`src/rtl/rotation_slice_timer.sv`:
```
// rotation_slice_timer
//   Derives the current image row (angular slice) of the rotating voxel display from a
//   once-per-revolution index sensor and a multi-mark magnetic encoder. The revolution period
//   is measured in clk cycles and turned into an exact fixed-point row step, so rows are
//   interpolated without accumulated rounding drift. A phase offset is added to the row, and a
//   req/ack handshake tells the consumer about row changes and counts the ones it missed.
//
// Ports
//   clk          clock
//   nReset       synchronous, active-low reset
//   mag_in       asynchronous encoder sensor
//   index_in     asynchronous index sensor, rising edge = revolution start
//   row_offset   phase offset added to the row (quasi-static)
//   row          current row, (raw_row + row_offset) mod NUM_ROWS
//   valid        high only while locked
//   index_pulse  one-cycle pulse at each revolution start while locked
//   row_req      row changed, waiting for row_ack
//   row_ack      consumer has taken the row
//   missed_cnt   row changes lost while row_req was pending, saturating
//   period       last accepted revolution period in clk cycles
module rotation_slice_timer #(
    parameter int unsigned CLK_FREQ    = 90_000_000,
    parameter int unsigned MIN_RPS     = 5,
    parameter int unsigned NUM_MARKS   = 720,
    parameter int unsigned NUM_ROWS    = 256,
    parameter int unsigned FRAC_BITS   = 8,
    parameter int unsigned SYNC_STAGES = 2,
    parameter int unsigned EDGE_MODE   = 0,
    localparam int unsigned TIMEOUT    = CLK_FREQ / MIN_RPS,
    localparam int unsigned RW         = $clog2(NUM_ROWS),
    localparam int unsigned CW         = $clog2(TIMEOUT + 1)
) (
    input  logic          clk,
    input  logic          nReset,
    input  logic          mag_in,
    input  logic          index_in,
    input  logic [RW-1:0] row_offset,
    output logic [RW-1:0] row,
    output logic          valid,
    output logic          index_pulse,
    output logic          row_req,
    input  logic          row_ack,
    output logic [7:0]    missed_cnt,
    output logic [CW-1:0] period
);

    localparam int unsigned MW = $clog2(2 * NUM_MARKS + 1);
    localparam int unsigned FW = CW + FRAC_BITS;

    typedef enum logic [1:0] {StUnsync, StAcquire, StLocked} state_e;

    state_e                 state_q, state_d;
    logic [SYNC_STAGES-1:0] mag_sync_q, idx_sync_q;
    logic                   mag_hist_q, idx_hist_q;
    logic [CW-1:0]          rev_cnt_q, rev_cnt_d;
    logic [MW-1:0]          mark_cnt_q, mark_cnt_d;
    logic [FW-1:0]          step_q, step_d;
    logic [FW-1:0]          acc_q, acc_d;
    logic [RW-1:0]          raw_q, raw_d;
    logic [RW-1:0]          row_q, row_d;
    logic                   pulse_q, pulse_d;
    logic                   req_q, req_d;
    logic [7:0]             miss_q, miss_d;
    logic [CW-1:0]          period_q, period_d;

    logic                   idx_ev, mag_ev, mag_s, idx_s;
    logic [CW-1:0]          period_meas;
    logic                   rev_good, timeout, load;
    logic [FW-1:0]          p_wide, acc_sum;

    assign mag_s  = mag_sync_q[SYNC_STAGES-1];
    assign idx_s  = idx_sync_q[SYNC_STAGES-1];
    assign idx_ev = idx_s & ~idx_hist_q;
    assign mag_ev = (EDGE_MODE != 0) ? (mag_s & ~mag_hist_q) : (mag_s ^ mag_hist_q);

    always_comb begin
        period_meas = rev_cnt_q + CW'(1);
        rev_good    = (mark_cnt_q == MW'(NUM_MARKS)) && (period_meas >= CW'(NUM_ROWS));
        timeout     = (rev_cnt_q == CW'(TIMEOUT - 1));

        state_d = state_q;
        case (state_q)
            StUnsync:  if (idx_ev) state_d = StAcquire;
            StAcquire: begin
                if (idx_ev) begin
                    if (rev_good) state_d = StLocked;
                end else if (timeout) begin
                    state_d = StUnsync;
                end
            end
            StLocked: begin
                if (idx_ev) begin
                    if (!rev_good) state_d = StAcquire;
                end else if (timeout) begin
                    state_d = StUnsync;
                end
            end
            default: state_d = StUnsync;
        endcase

        // Measurement counters restart on every index edge regardless of state.
        if (idx_ev) begin
            rev_cnt_d = '0;
        end else if (rev_cnt_q == CW'(TIMEOUT)) begin
            rev_cnt_d = rev_cnt_q;
        end else begin
            rev_cnt_d = rev_cnt_q + CW'(1);
        end
        mark_cnt_d = idx_ev ? '0 : mark_cnt_q;
        if (mag_ev && (mark_cnt_d != MW'(2 * NUM_MARKS))) mark_cnt_d = mark_cnt_d + MW'(1);

        // Step is P * 2^FRAC_BITS / NUM_ROWS; NUM_ROWS is a power of two so this is exact.
        load     = idx_ev && (state_d == StLocked);
        p_wide   = {{FRAC_BITS{1'b0}}, period_meas};
        step_d   = load ? ((p_wide << FRAC_BITS) >> RW) : step_q;
        period_d = load ? period_meas : period_q;

        // Rows advance while locked; an index edge restarts at row 0 and the new step
        // takes effect from the following cycle.
        acc_sum = acc_q + (FW'(1) << FRAC_BITS);
        acc_d   = '0;
        raw_d   = '0;
        if (state_d == StLocked && !idx_ev) begin
            acc_d = acc_sum;
            raw_d = raw_q;
            if (acc_sum >= step_q) begin
                acc_d = acc_sum - step_q;
                if (raw_q != RW'(NUM_ROWS - 1)) raw_d = raw_q + RW'(1);
            end
        end

        row_d   = raw_d + row_offset;
        pulse_d = load;

        req_d  = req_q;
        miss_d = miss_q;
        if (state_d != StLocked) begin
            req_d = 1'b0;
        end else if (raw_d != raw_q) begin
            req_d = 1'b1;
            if (req_q && !row_ack && (miss_q != 8'hFF)) miss_d = miss_q + 8'd1;
        end else if (row_ack) begin
            req_d = 1'b0;
        end
    end

    always_ff @(posedge clk) begin
        if (!nReset) begin
            state_q    <= StUnsync;
            mag_sync_q <= '0;
            idx_sync_q <= '0;
            mag_hist_q <= 1'b0;
            idx_hist_q <= 1'b0;
            rev_cnt_q  <= '0;
            mark_cnt_q <= '0;
            step_q     <= '0;
            acc_q      <= '0;
            raw_q      <= '0;
            row_q      <= row_offset;
            pulse_q    <= 1'b0;
            req_q      <= 1'b0;
            miss_q     <= '0;
            period_q   <= '0;
        end else begin
            state_q    <= state_d;
            mag_sync_q <= {mag_sync_q[SYNC_STAGES-2:0], mag_in};
            idx_sync_q <= {idx_sync_q[SYNC_STAGES-2:0], index_in};
            mag_hist_q <= mag_s;
            idx_hist_q <= idx_s;
            rev_cnt_q  <= rev_cnt_d;
            mark_cnt_q <= mark_cnt_d;
            step_q     <= step_d;
            acc_q      <= acc_d;
            raw_q      <= raw_d;
            row_q      <= row_d;
            pulse_q    <= pulse_d;
            req_q      <= req_d;
            miss_q     <= miss_d;
            period_q   <= period_d;
        end
    end

    assign row         = row_q;
    assign valid       = (state_q == StLocked);
    assign index_pulse = pulse_q;
    assign row_req     = req_q;
    assign missed_cnt  = miss_q;
    assign period      = period_q;

endmodule
```
`config.mk`:
```
export PLATFORM = sky130hd
export DESIGN_NAME = rotation_slice_timer
export DESIGN_NICKNAME = d
export VERILOG_FILES = /design/src/rtl/rotation_slice_timer.sv
export SDC_FILE = /design/constraint.sdc
export NUM_CORES = 1
export LEC_CHECK = 0
export CAP_MARGIN = 15
export CORE_ASPECT_RATIO = 0.7
export CORE_MARGIN = 4
export CORE_UTILIZATION = 64
export DETAILED_ROUTE_END_ITERATION = 8
export PLACE_DENSITY_LB_ADDON = 0.05
export SETUP_SLACK_MARGIN = 0.05
export SLEW_MARGIN = 20
export SYNTH_ARGS = -nofsm -noshare
export SYNTH_HDL_FRONTEND = slang
export SYNTH_SLANG_ARGS = --single-unit
```
`constraint.sdc`:
```
create_clock -name clk -period 12.3 [get_ports clk]
set_input_delay 1.23 -clock clk [delete_from_list [all_inputs] [get_ports clk]]
set_output_delay 1.23 -clock clk [all_outputs]
set_load 0.01 [all_outputs]
```
# After elaboration in Yosys (flattened, before gate mapping)
# Cells that the tools add are included.
[totals]
regBits = 128
word_cells = 69
[op_classes]
addsub = 7
magnitude_cmp = 2
eq_ne = 11
mux = 16
bitwise_logic = 5
n_reduce_logical = 14
[op_table]
columns = ["operator", "count"]
rows = [
  ["equality test 25 bit, second input constant", 2],
  ["adder 33 x 9 -> 33 bit, second input constant", 1],
  ["greater-or-equal comparator 33 x 25 -> 1 bit", 1],
  ["2-to-1 mux 33 bit", 1],
  ["subtractor 33 x 25 -> 33 bit", 1],
  ["2-to-1 mux 8 bit", 4],
  ["adder 25 x 1 -> 25 bit, second input constant", 1],
  ["greater-or-equal comparator 25 x 9 -> 1 bit, second input constant", 1],
  ["2-to-1 mux 11 bit", 2],
  ["adder 8 x 1 -> 8 bit, second input constant", 2],
  ["!= test 8 bit, second input constant", 2],
  ["2-to-1 mux 2 bit", 6],
  ["adder 11 x 1 -> 11 bit, second input constant", 1],
  ["equality test 11 x 10 -> 1 bit, second input constant", 1],
  ["!= test 11 bit, second input constant", 1],
  ["adder 8 bit", 1],
  ["!= test 8 bit", 1],
  ["logical AND 1 bit", 6],
  ["one-hot mux 2 bit (3 select lines)", 1],
  ["equality test 2 bit, second input constant", 2],
  ["OR reduction 2 bit", 2],
  ["NOT 1 bit", 3],
  ["AND reduction 3 bit", 1],
  ["equality test 2 x 1 -> 1 bit, second input constant", 1],
  ["other kinds (8)", 10],
]

# Longest topological paths before layout
# Gate-level depths: netlist (run 1).
[logic_depth]
word_depth = 11
ltp_mapped = 26
depth_no_buf = 26

# Worst setup path after synthesis (run 1)
# Ideal clock, no wire load.
[synth_timing]
path_type = "flip-flop to flip-flop"
start = "register acc_q[8]"
end = "register row_q[7] (netlist: row[7])"
setup_time_ns = 0.118
arrival_time_ns = 4.737
setup_slack_ns = 7.444
stages_incl_launch_ff = 24
n_path_buf = 0
path_cell_list = "dfxtp_1 > ha_1 > nand3_1 > xnor2_1 > ha_1 > a21o_1 > a221o_1 > a31o_2 > and2_1 > o31ai_2 > o21ai_1 > o21ai_1 > mux2i_1 > nor2_1 > ha_1 > a21o_1 > a21oi_1 > o21bai_1 > a21oi_1 > o21bai_1 > a21o_1 > nand3_1 > nand3_1 > xnor2_1"
[synth_between]
elab_chain_cells = 6
[synth_rtl]
columns = ["item", "line", "text"]
rows = [
  ["start, declared", "58", "logic [FW-1:0] acc_q, acc_d;"],
  ["start signal, assigned", "157", "acc_q <= '0;"],
  ["start signal, assigned", "173", "acc_q <= acc_d;"],
  ["adder 33 x 9 -> 33 bit", "120", "acc_sum = acc_q + (FW'(1) << FRAC_BITS);"],
  ["greater-or-equal comparator 33 x 25 -> 1 bit", "126", "if (acc_sum >= step_q) begin"],
  ["2-to-1 mux 8 bit", "126", ""],
  ["2-to-1 mux 8 bit", "123", "if (state_d == StLocked && !idx_ev) begin"],
  ["named net raw_d[1]", "59", "logic [RW-1:0] raw_q, raw_d;"],
  ["adder 8 bit", "132", "row_d = raw_d + row_offset;"],
  ["2-to-1 mux 8 bit", "148", "if (!nReset) begin"],
  ["end signal, assigned", "159", "row_q <= row_offset;"],
  ["end signal, assigned", "175", "row_q <= row_d;"],
  ["end, declared", "60", "logic [RW-1:0] row_q, row_d;"],
]
# The timed path passes the listed nets, and every way through them passes these cells.
# A chain may end at the register's enable or synchronous reset.

# Worst setup path in the final report (run 1)
# Same ends and word-level chain as after synthesis.

==> results of run 1 <==
## where the power goes
| group | switching, W | leakage (nW) | internal [W] | total (W) |
|---|---|---|---|---|
| Sequential | 0.00000261 | 1.04 | 0.000419 | 0.000422 |
| Combinational | 0.0000272 | 2.09 | 0.0000213 | 0.0000485 |
| Clock | 0.000193 | 0.272 | 0.000297 | 0.000490 |
| Total | 0.000223 | 3.40 | 0.000737 | 0.000961 |
## logic make-up (layout without fill, tap and decap cells)
| group | after synthesis | count (layout) | share of synthesized area |
|---|---|---|---|
| adders and majority gates | 41 | 41 | 0.06790 |
| AOI/OAI and AO/OA | 149 | 149 | 0.1289 |
| DFF | 128 | 128 | 0.3295 |
| and+or+nand+nor | 399 | 399 | 0.2681 |
| xor gates and xnor gates | 93 | 93 | 0.1047 |
| muxes | 46 | 46 | 0.06339 |
| buffers and inverters | 76 | 138 | 0.03749 |
## layout make-up
type,instances,area [sq um]
multi-input cells,728,4931
fillers,882,2790
flip-flops and latches,128,2562
repair buffers,60,585.6
clock buffers,18,429.2
well taps,157,196.4
inverters,46,172.7
clock inverters,14,141.4
## per-stage QoR
step	total power [W]	util	hold WS (ns)	std cells
CTS	0.0009648	0.7637	0.4407	1151
global placement	0.0004777	0.7154	0.4127	1119
detailed placement	0.0004789	0.7154	0.4257	1119
floorplan	0.0004625	-	0.4119	932
global route	0.0009891	0.7637	0.4507	1151
finish	0.0009606	0.7637	0.4340	1151
## layer usage
metal | routed length [um] | vias to the layer above | GRT usage
met4 | 485 | 0 | 0.1147
met3 | 1281 | 51 | 0.05619
met5 | 0 | - | 0
li1 | - | 3331 | -
met1 | 8778 | 3189 | 0.3702
met2 | 8645 | 252 | 0.4610
## flip-flops by register name (all words and copies together), names as in the netlist, 2 cells and up
name and cells:
row 8, rev_cnt_q 25, acc_q 33, idx_sync_q 2, raw_q 8, state_q 2, missed_cnt 8, period 25
mag_sync_q 2, mark_cnt_q 11
## layout by cell type, fill, tap and decap left out, types with 12 or more instances in the layout
master	n
nand2b_1	17
inv_1	46
and3_1	24
o21ai_0	17
a21o_1	16
a21oi_1	55
clkdlybuf4s50_1	55
nor2_1	81
mux2i_1	20
nor2b_1	36
ha_1	39
nor3_1	12
nand2_1	100
clkbuf_16	17
dfxtp_1	128
nand4_1	21
xor2_1	44
xnor2_1	49
nand3_1	37
and2_1	22
mux2_2	26
## worst max-delay path, stage by stage (launching register included)
cell and delay, ns:
dfxtp_1 0.41, ha_1 0.27, nand3_1 0.22, xnor2_1 0.26, ha_1 0.31, a21o_1 0.17
a221o_1 0.33, a31o_2 0.22, and2_1 0.18, o31ai_2 0.45, o21ai_1 0.37, o21ai_1 0.34
mux2i_1 0.21, nor2_1 0.08, ha_1 0.29, a21o_1 0.17, a21oi_1 0.22, o21bai_1 0.09
a21oi_1 0.25, o21bai_1 0.09, a21o_1 0.19, nand3_1 0.09, nand3_1 0.11, xnor2_1 0.15
## worst max path at each step
| stage | to | cells after the start |
|---|---|---|
| after floorplan | row[7] | 23 |
| after global placement | row[7] | 23 |
| after detailed placement | row[7] | 23 |
| after CTS | row[7] | 23 |
| after global routing | row[7] | 23 |
| final | row[7] | 23 |
==> metrics.md, run 1 <==
| Metric | Value |
|---|---|
| Status | `completed` |
| HPWL Detailed | `13930 um` |
| CP startpoint | `acc_q[8]` |
| H-Tree Depth | `4` |
| Grt ovf | `0` |
| Core region area | `0.01181 sq mm` |
| Kind of critical path | `reg2reg` |
| Number of flops mapped to enable cells by yosys | `0` |
| Syn avg cell area | `8.344 sq um` |
| Pleak | `3.401 nW` |
| Min-delay worst type | `reg2reg` |
| Number of I/O port buffers | `56` |
| Rows | `33` |
| Skew final | `0.01079 ns` |
| CTS Sinks | `128` |
| Vias | `6823` |
| Avg Vias per Cell | `5.928` |
| Synth top area cells | `dfxtp_1 (33%), ha_1 (6.3%), xnor2_1 (5.5%)` |
| VDD IR max | `104.8 uV` |
| Worst slew margin | `0.4061` |
| Maximum clock path buffer count | `2` |
| CP Launch Type | `flop` |
| Async S/R FF share, synth | `0` |
| Die width | `139.8 um` |
| Total Wirelength | `19190 um` |
| Placed Area | `0.008448 sq mm` |
| Post-CTS Setup Inserts | `0` |
| Max-cap violations | `0` |
| Total GRT Usage | `0.2824` |
| Cell area after layout | `0.009019 sq mm` |
| Number of antenna violations at the first check in global routing | `0` |
| Largest net degree at the start of global routing | `39` |
| Worst hold path stage count | `1` |
| Share of the synthesized area in the top cell type | `0.3295` |
| DRT iter0 DRCs | `424` |
| Dpl ws | `6.756 ns` |
| First-pass GRT wire length | `32640 um` |
| Hold EP | `mag_sync_q[1]` |
| Netlist Area Pre-Place | `0.007776 sq mm` |
| Post-layout net count | `1035` |
| Initial core utilization | `0.6585` |
| Final Hold Vio Count | `0` |
| Post-synth top cells | `dfxtp_1 (128), nand2_1 (100), nor2_1 (82), a21oi_1 (55), xnor2_1 (49)` |
| Resized Gates After CTS | `0` |
| FF-to-FF setup slack | `6.71 ns` |
| Final period util | `0.4547` |
| RSZ-0062 raised after global routing | `false` |
| Top Ports | `57` |
| Minimum clock period | `5.593 ns` |
| Seq cells post-synth | `128` |
| Worst-Margin Slew | `0.8908 ns` |
| Distinct cells, synth | `70` |
| Dominant cell type by area after synthesis | `dfxtp_1` |
| Gpl congestion | `0.9583` |
| Final worst slack | `6.707 ns` |
| Critical path fanouts, max | `10` |
| Routed length per instance | `16.67 um` |
| Remaining antenna violation count | `0` |
| Setup TNS | `0 ns` |
| Hold buffer count at CTS | `0` |
| Post-Syn Nets | `986` |
| Syn-to-layout area delta | `15.98%` |
| WP data arrival | `5.90 ns` |
| First-pass DRT Iterations | `5` |
| DRC violations left | `0` |
| Worst R2R Start | `acc_q[8]` |
| PwrDens | `106.5 mW/mm^2` |
| Fin. max-slew vios | `0` |
| Synthesized instance count | `932` |
| Clk_lat worst skew | `0.42 ns` |
| R2R cell count | `23` |
| Count leader, synth | `dfxtp_1` |
| Share of the yosys chip area belonging to registers | `0.3295` |
| Full die area | `0.01401 sq mm` |
| Crit path capture type | `flop` |
| Hold_sp | `mag_sync_q[0]` |
| Synth Flop Type | `dfxtp_1` |
| CP Data Required Time | `12.61 ns` |
| N_diodes | `0` |
| Fmax achieved | `0.1788 GHz` |
| Warnings, synthesis | `0` |
| Setup Viol. Count Final | `0` |
| Die height | `100.2 um` |
| Reg2reg end | `row[7]` |
| CTS tree | `built` |
| Layout cells sized above 1 | `0.08551` |
| Clock root buffer | `clkbuf_16` |
| Number of global-route vias before repair | `6804` |
| Num CTS Buffers | `17` |
| Reg clk slew, reported paths | `0.06 ns` |
No activity file was read; power rests on OpenSTA's default activity.
==> run 2, diff against run 1 <==
Settings changed: CORE_UTILIZATION 64 to 60.
Clock period 12.3 ns to 5.6 ns, I/O delays scaled along.
==> metrics.md, run 2 (synthesis gave the netlist of run 1 again) <==
| Metric | Value |
|---|---|
| Final Hold Vio Count | `0 (unchanged)` |
| Crit path capture type | `flop` |
| Clk_lat worst skew | `0.41 ns (about the same)` |
| Max reg flops | `33 (unchanged)` |
| Rows | `34 (+3.0%)` |
| CTS tree | `built` |
| Clock root buffer | `clkbuf_16` |
| Fillcell total | `946 (+7.3%)` |
| FF-to-FF setup slack | `0.41 ns (-6.30 ns)` |
| Total Power | `0.002194 W (+130%)` |
| Most common cell after layout, fill and taps aside | `dfxtp_1` |
| Post-CTS Setup Inserts | `0 (unchanged)` |
| Avg Vias per Cell | `5.846 (-1.4%)` |
| WL met3 | `991 um (-23%)` |
| Final period util | `0.9266 (+0.4719)` |
| Status | `completed` |
| Vias | `6770 (-0.78%)` |
| Core region area | `0.01255 sq mm (+6.3%)` |
| CTS Sinks | `128 (unchanged)` |
| Number of global-route vias before repair | `6312 (-7.2%)` |
| Min-delay worst type | `reg2reg` |
| Syn-to-layout area delta | `17.12%` |
| Worst slew margin | `0.4533 (+0.04715)` |
| Grt ovf | `0 (unchanged)` |
| WP data arrival | `5.49 ns (-0.41 ns)` |
| Gpl congestion | `0.9767 (+1.9%)` |
| Worst-Margin Slew | `0.8184 ns (-0.07241 ns)` |
| Initial core utilization | `0.6196 (-0.03887)` |
| Critical path fanouts, max | `10 (unchanged)` |
| HPWL Detailed | `13850 um (-0.63%)` |
| Reg power frac | `0.422 (-0.017)` |
| Total Wirelength | `19160 um (-0.14%)` |
| Gate power share | `0.050 (about the same)` |
| WL met1 | `9122 um (+3.9%)` |
| PwrDens | `241.0 mW/mm^2 (+130%)` |
| First-pass DRT Iterations | `5 (unchanged)` |
| Full die area | `0.01488 sq mm (+6.2%)` |
| H-Tree Depth | `4 (unchanged)` |
| Skew final | `0.01255 ns (+0.001759 ns)` |
| CP Data Required Time | `5.90 ns (-6.71 ns)` |
| Critical Path End | `row[6]` |
| DRT iter0 DRCs | `419 (-1.2%)` |
| Most frequent cells in the layout | `dfxtp_1 (128), nand2_1 (100), nor2_1 (81)` |
| Top reg by flops | `acc_q` |
| Layout cells sized above 1 | `0.08936 (+0.003844)` |
| VDD IR max | `223.6 uV (+110%)` |
| First-pass GRT wire length | `31640 um (-3.1%)` |
| Reg clk slew, reported paths | `0.06 ns (about the same)` |
| R2R cell count | `25 (+8.7%)` |
| Pleak | `3.459 nW (+1.7%)` |
| Hold_sp | `mag_sync_q[0]` |
| Reg2reg end | `row[6]` |
| Top Ports | `57 (unchanged)` |
| Hold buffer count at CTS | `0 (unchanged)` |
| CP Launch Type | `flop` |
| Remaining antenna violation count | `0 (unchanged)` |
| Number of antenna violations at the first check in global routing | `0 (unchanged)` |
| Num CTS Buffers | `17 (unchanged)` |
| RSZ-0062 raised after global routing | `false` |
| DRC violations left | `0 (unchanged)` |
| Util after Layout | `0.7257 (-0.03800)` |
| Post-layout net count | `1038 (+0.29%)` |
| Max-cap violations | `0 (unchanged)` |
| Total GRT Usage | `0.2646 (-0.01778)` |
| N_diodes | `0 (unchanged)` |
| Clock power frac | `0.527 (+0.017)` |
| Minimum clock period | `5.189 ns (-0.4036 ns)` |
| Switching Fraction | `0.2279 (-0.004326)` |
| DR top layer | `met4` |
| Internal power | `0.001694 W (+130%)` |
| Worst R2R Start | `acc_q[8]` |
| Fmax achieved | `0.1927 GHz (+7.8%)` |
| Die width | `144.1 um (+3.1%)` |
| Number of I/O port buffers | `56 (unchanged)` |
| Sw Pwr | `0.0005002 W (+120%)` |
| Kind of critical path | `reg2reg` |
| Setup TNS | `0 ns (unchanged)` |
| Largest net degree at the start of global routing | `44 (+13%)` |
| Met2 routed WL | `8803 um (+1.8%)` |
| Die height | `103.3 um (+3.0%)` |
| Fin. max-slew vios | `0 (unchanged)` |
| Routed length per instance | `16.55 um (-0.74%)` |
| Maximum clock path buffer count | `2 (unchanged)` |
| CP startpoint | `acc_q[8]` |
| Setup Viol. Count Final | `0 (unchanged)` |
==> run 2: changes by cell type in the layout (fill, tap and decap cells not counted), moves of 2 or more <==
cell	change
clkinvlp_4	-2
clkinv_2	-3
buf_4	+3
clkbuf_8	+2
==> run 2: cell type report <==
| type | instances | area, sq um | area share |
|---|---|---|---|
| Multi-Input combinational cell | 728 | 4950 | 0.5435 |
| Sequential cell | 128 | 2562 | 0.2814 |
| Timing Repair Buffer | 63 | 608.1 | 0.06677 |
| Clock buffer | 19 | 452.9 | 0.04973 |
| Tap cell | 162 | 202.7 | 0.02226 |
| Inverter | 46 | 172.7 | 0.01896 |
| Clock inverter | 12 | 158.9 | 0.01745 |
==> run 2: how the worst min path moves through the flow <==
stage	endpoint	slack, ns	cells after the start
floorplan	idx_sync_q[1]	0.41	1
global route	mag_sync_q[1]	0.47	1
detailed placement	mag_sync_q[1]	0.43	1
finish	mag_sync_q[1]	0.44	1
CTS	mag_sync_q[1]	0.45	1
global placement	mag_sync_q[1]	0.41	1
==> run 2: stage by stage <==
step | std cells | hold WS (ns) | instance area (sq um) | setup WS (ns)
global placement | 1127 | 0.4133 | 8477 | 0.6245
detailed placement | 1127 | 0.4302 | 8477 | 0.4277
floorplan | 932 | 0.4119 | 7776 | 0.7445
CTS | 1158 | 0.4467 | 9089 | 0.3899
global route | 1158 | 0.4699 | 9107 | 0.05480
finish | 1158 | 0.4421 | 9107 | 0.4111
==> run 2: repair_timing <==
action / in CTS / in global routing
resized for setup: 0 / 3
endpoints found under the hold margin: 0 / 0
endpoints found under the setup margin: 0 / 2
==> run 2: metal layers <==
layer | global-route usage | vias up
met5 | 0 | -
met4 | 0.07887 | 0
met3 | 0.03676 | 29
met2 | 0.4274 | 206
met1 | 0.3720 | 3188
li1 | - | 3347
==> run 2: critical path, cell delays in order (launching register included) <==
cell and delay (ns):
dfxtp_1 0.40, ha_1 0.27, nand2_1 0.13, or4_4 0.57, xnor2_1 0.18, ha_1 0.40, and4_1 0.28, nand4_1 0.15
or2_2 0.32, nor2_1 0.10, nor2_1 0.07, nand4_4 0.19, o21ai_2 0.10, xor2_1 0.15, nor2_1 0.14, ha_1 0.20
inv_1 0.06, fa_1 0.39, inv_1 0.07, a21oi_1 0.06, o21bai_1 0.20, a21oi_1 0.10, nor2_1 0.10, nor2_1 0.06
xnor2_1 0.12, mux2_2 0.26
==> run 2: power groups by stage <==
stage	Clock (W)	Combinational [W]	Sequential, W
2_1_floorplan	0	0.0000681	0.000948
3_3_place_gp	0	0.000106	0.000946
3_5_place_dp	0	0.000108	0.000946
4_1_cts	0.00117	0.000109	0.000927
5_1_grt	0.00121	0.000121	0.000928
6_report	0.00116	0.000110	0.000927
==> edit (flow settings as in run 2) <==
Re-encode `state_e` (3 states) as one-hot, 3 bits wide.
--- a/src/rtl/rotation_slice_timer.sv
+++ b/src/rtl/rotation_slice_timer.sv
@@ -49,3 +49,3 @@
 
-    typedef enum logic [1:0] {StUnsync, StAcquire, StLocked} state_e;
+    typedef enum logic [2:0] {StUnsync = 3'b001, StAcquire = 3'b010, StLocked = 3'b100} state_e;
 
Function: same outputs for any inputs over 10 cycles, from zero or initial values and one cycle with nReset low; not proved beyond that.
==> edit against run 2 <==
- area after synthesis increased by 0.14%
- sequential cell count increased by 1
- wire length increased by 1.7%
- setup slack got worse by 0.075 ns
- critical path depth increased by 1
- clock skew decreased by 0.0018 ns
- design area increased by 1.3%
- power decreased by 4.6%
- largest cell class unchanged
- sequential share of layout area decreased by 0.11 points
==> edit: results (changes against run 2) <==
.. list-table::
   :header-rows: 1

   * - Metric
     - Value
   * - Run status
     - finished clean (unchanged)
   * - Post-synthesis share of cell area spent on full adders, half adders and majority gates
     - 6.780% (was 6.790%)
   * - Static power due to leakage
     - 3.921 nW (was 3.459 nW)
   * - Total Routing Usage GR
     - 26.80% (was 26.46%)
   * - Worst setup timing slack at the placement stage
     - 0.07250 ns (was 0.4277 ns)
   * - Sequential area share after synthesis
     - 33.16% (was 32.95%)
   * - Complex-gate fraction of the synthesized area
     - 16.02% (was 12.89%)
   * - Count of buffers from port buffering
     - 56 (unchanged)
   * - Iteration-0 DRC Markers
     - 658 (was 419)
   * - PwrDens
     - 226.8 nW/um^2 (was 241.0 nW/um^2)
   * - DP Wirelength
     - 13.73 mm (was 13.85 mm)
   * - NumNets Final
     - 1072 (was 1038)
   * - Critical-path maximum fanout
     - 5 (was 10)
   * - Synth Net Count
     - 1010 (was 986)
   * - XOR/XNOR Fraction of Synth Area
     - 10.80% (was 10.47%)
   * - First-pass GRT wire length
     - 31.78 mm (was 31.64 mm)
   * - Max reg flops
     - 33 (unchanged)
   * - Worst IR Drop VDD
     - 0.0002588 V (was 0.0002236 V)
   * - Final weighted congestion in routability-driven placement
     - 0.9204 (was 0.9767)
   * - H-tree depth
     - 4 (unchanged)
   * - Critical path data arrival time
     - 5.57 ns (was 5.49 ns)
   * - Filler Cell Count
     - 982 (was 946)
   * - Ratio of cells with drive above 1 in the final layout
     - 9.602% (was 8.936%)
   * - Largest net degree at the start of global routing
     - 61 (was 44)
   * - Synth cell count leaders
     - sky130_fd_sc_hd__dfxtp_1 (129), sky130_fd_sc_hd__nor2_1 (114), sky130_fd_sc_hd__nand2_1 (99) (was sky130_fd_sc_hd__dfxtp_1 (128), sky130_fd_sc_hd__nand2_1 (100), sky130_fd_sc_hd__nor2_1 (82))
   * - Longest individual stage delay on the worst path
     - 0.60 ns (was 0.57 ns)
   * - Mux cell area share after synthesis
     - 3.181% (was 6.340%)
   * - WL per Instance
     - 16.34 um (was 16.55 um)
   * - Post-Route Skew
     - 0.01074 ns (was 0.01255 ns)
   * - Main area contributors after synthesis
     - sky130_fd_sc_hd__dfxtp_1 (33%), sky130_fd_sc_hd__xnor2_1 (6.5%), sky130_fd_sc_hd__ha_1 (6.3%) (was sky130_fd_sc_hd__dfxtp_1 (33%), sky130_fd_sc_hd__ha_1 (6.3%), sky130_fd_sc_hd__xnor2_1 (5.5%))
   * - Tightest Pin Transition
     - 0.8501 ns (was 0.8184 ns)
   * - Count of different cell masters after synthesis
     - 68 (was 70)
edit: cell count changes after synthesis, sizes merged, moves of 9 or more:
| cell | run 2 | this run |
|---|---|---|
| nor4 | 6 | 16 |
| o21a | 2 | 12 |
| inv | 46 | 60 |
| mux2 | 26 | 6 |
| nand2b | 17 | 4 |
| and3 | 24 | 10 |
| nor2b | 36 | 9 |
| nor2 | 82 | 114 |
| o211a | 0 | 24 |
| xnor2 | 49 | 58 |
edit: logic make-up after synthesis:
family,count (synthesis)
flip-flops,129
adder cells (fa/ha/maj),41
AO/OA/AOI/OAI,178
XOR/XNOR,96
buffers and inverters,96
AND/OR/NAND/NOR,392
multiplexers,24
edit: area by class of cell:
type,count,area share [%]
clock buffers,18,4.759
well taps,162,2.197
multi-input cells,731,53.11
flip-flops and latches,129,28.03
inverters,60,2.441
clock inverters,14,1.573
repair buffers,79,7.892
edit: timing repair:
action	4_1_cts	5_1_grt
setup endpoints to repair	1	4
hold buffers	0	0
setup buffers	0	6
pin swaps	0	5
resized for setup	2	13
edit: routing by layer:
metal	vias up	part of all wire, %	GRT usage (%)
met5	-	0	0
met4	0	1.1	7.670
met3	23	7.9	5.790
met2	264	40	37.74
met1	3252	51	41.01
li1	3468	-	-
edit: where the power goes:
part / switching, mW / internal, mW / leakage (nW)
Clock: 0.463 / 0.637 / 0.278
Sequential: 0.00503 / 0.927 / 1.05
Combinational: 0.0317 / 0.0292 / 2.60
Total: 0.500 / 1.59 / 3.92
edit: worst max-delay path: cells and delay by family, from the launching register on:
| kind | cells | cell delay [ns] |
|---|---|---|
| muxes | 1 | 0.27 |
| buffers and inverters | 2 | 0.20 |
| and+or+nand+nor | 9 | 1.80 |
| DFF | 1 | 0.41 |
| adders and majority gates | 2 | 0.66 |
| xor gates and xnor gates | 2 | 0.23 |
| AOI/OAI and AO/OA | 10 | 1.60 |
edit: worst paths after layout:
kind,slack (ns),to,startpoint,cells past startpoint
hold reg to reg,0.43,idx_sync_q[1],idx_sync_q[0],1
setup reg to reg,0.34,row[7],acc_q[12],26
hold / removal,0.43,idx_sync_q[1],idx_sync_q[0],1
setup / recovery,0.34,row[7],acc_q[12],26
edit: stage by stage:
stage	power, mW	TNS [ns]	cells
floorplan	0.9857	0	956
global placement	1.012	0	1155
detailed placement	1.012	0	1155
CTS	2.104	0	1187
global route	2.156	-0.01520	1193
finish	2.093	0	1193
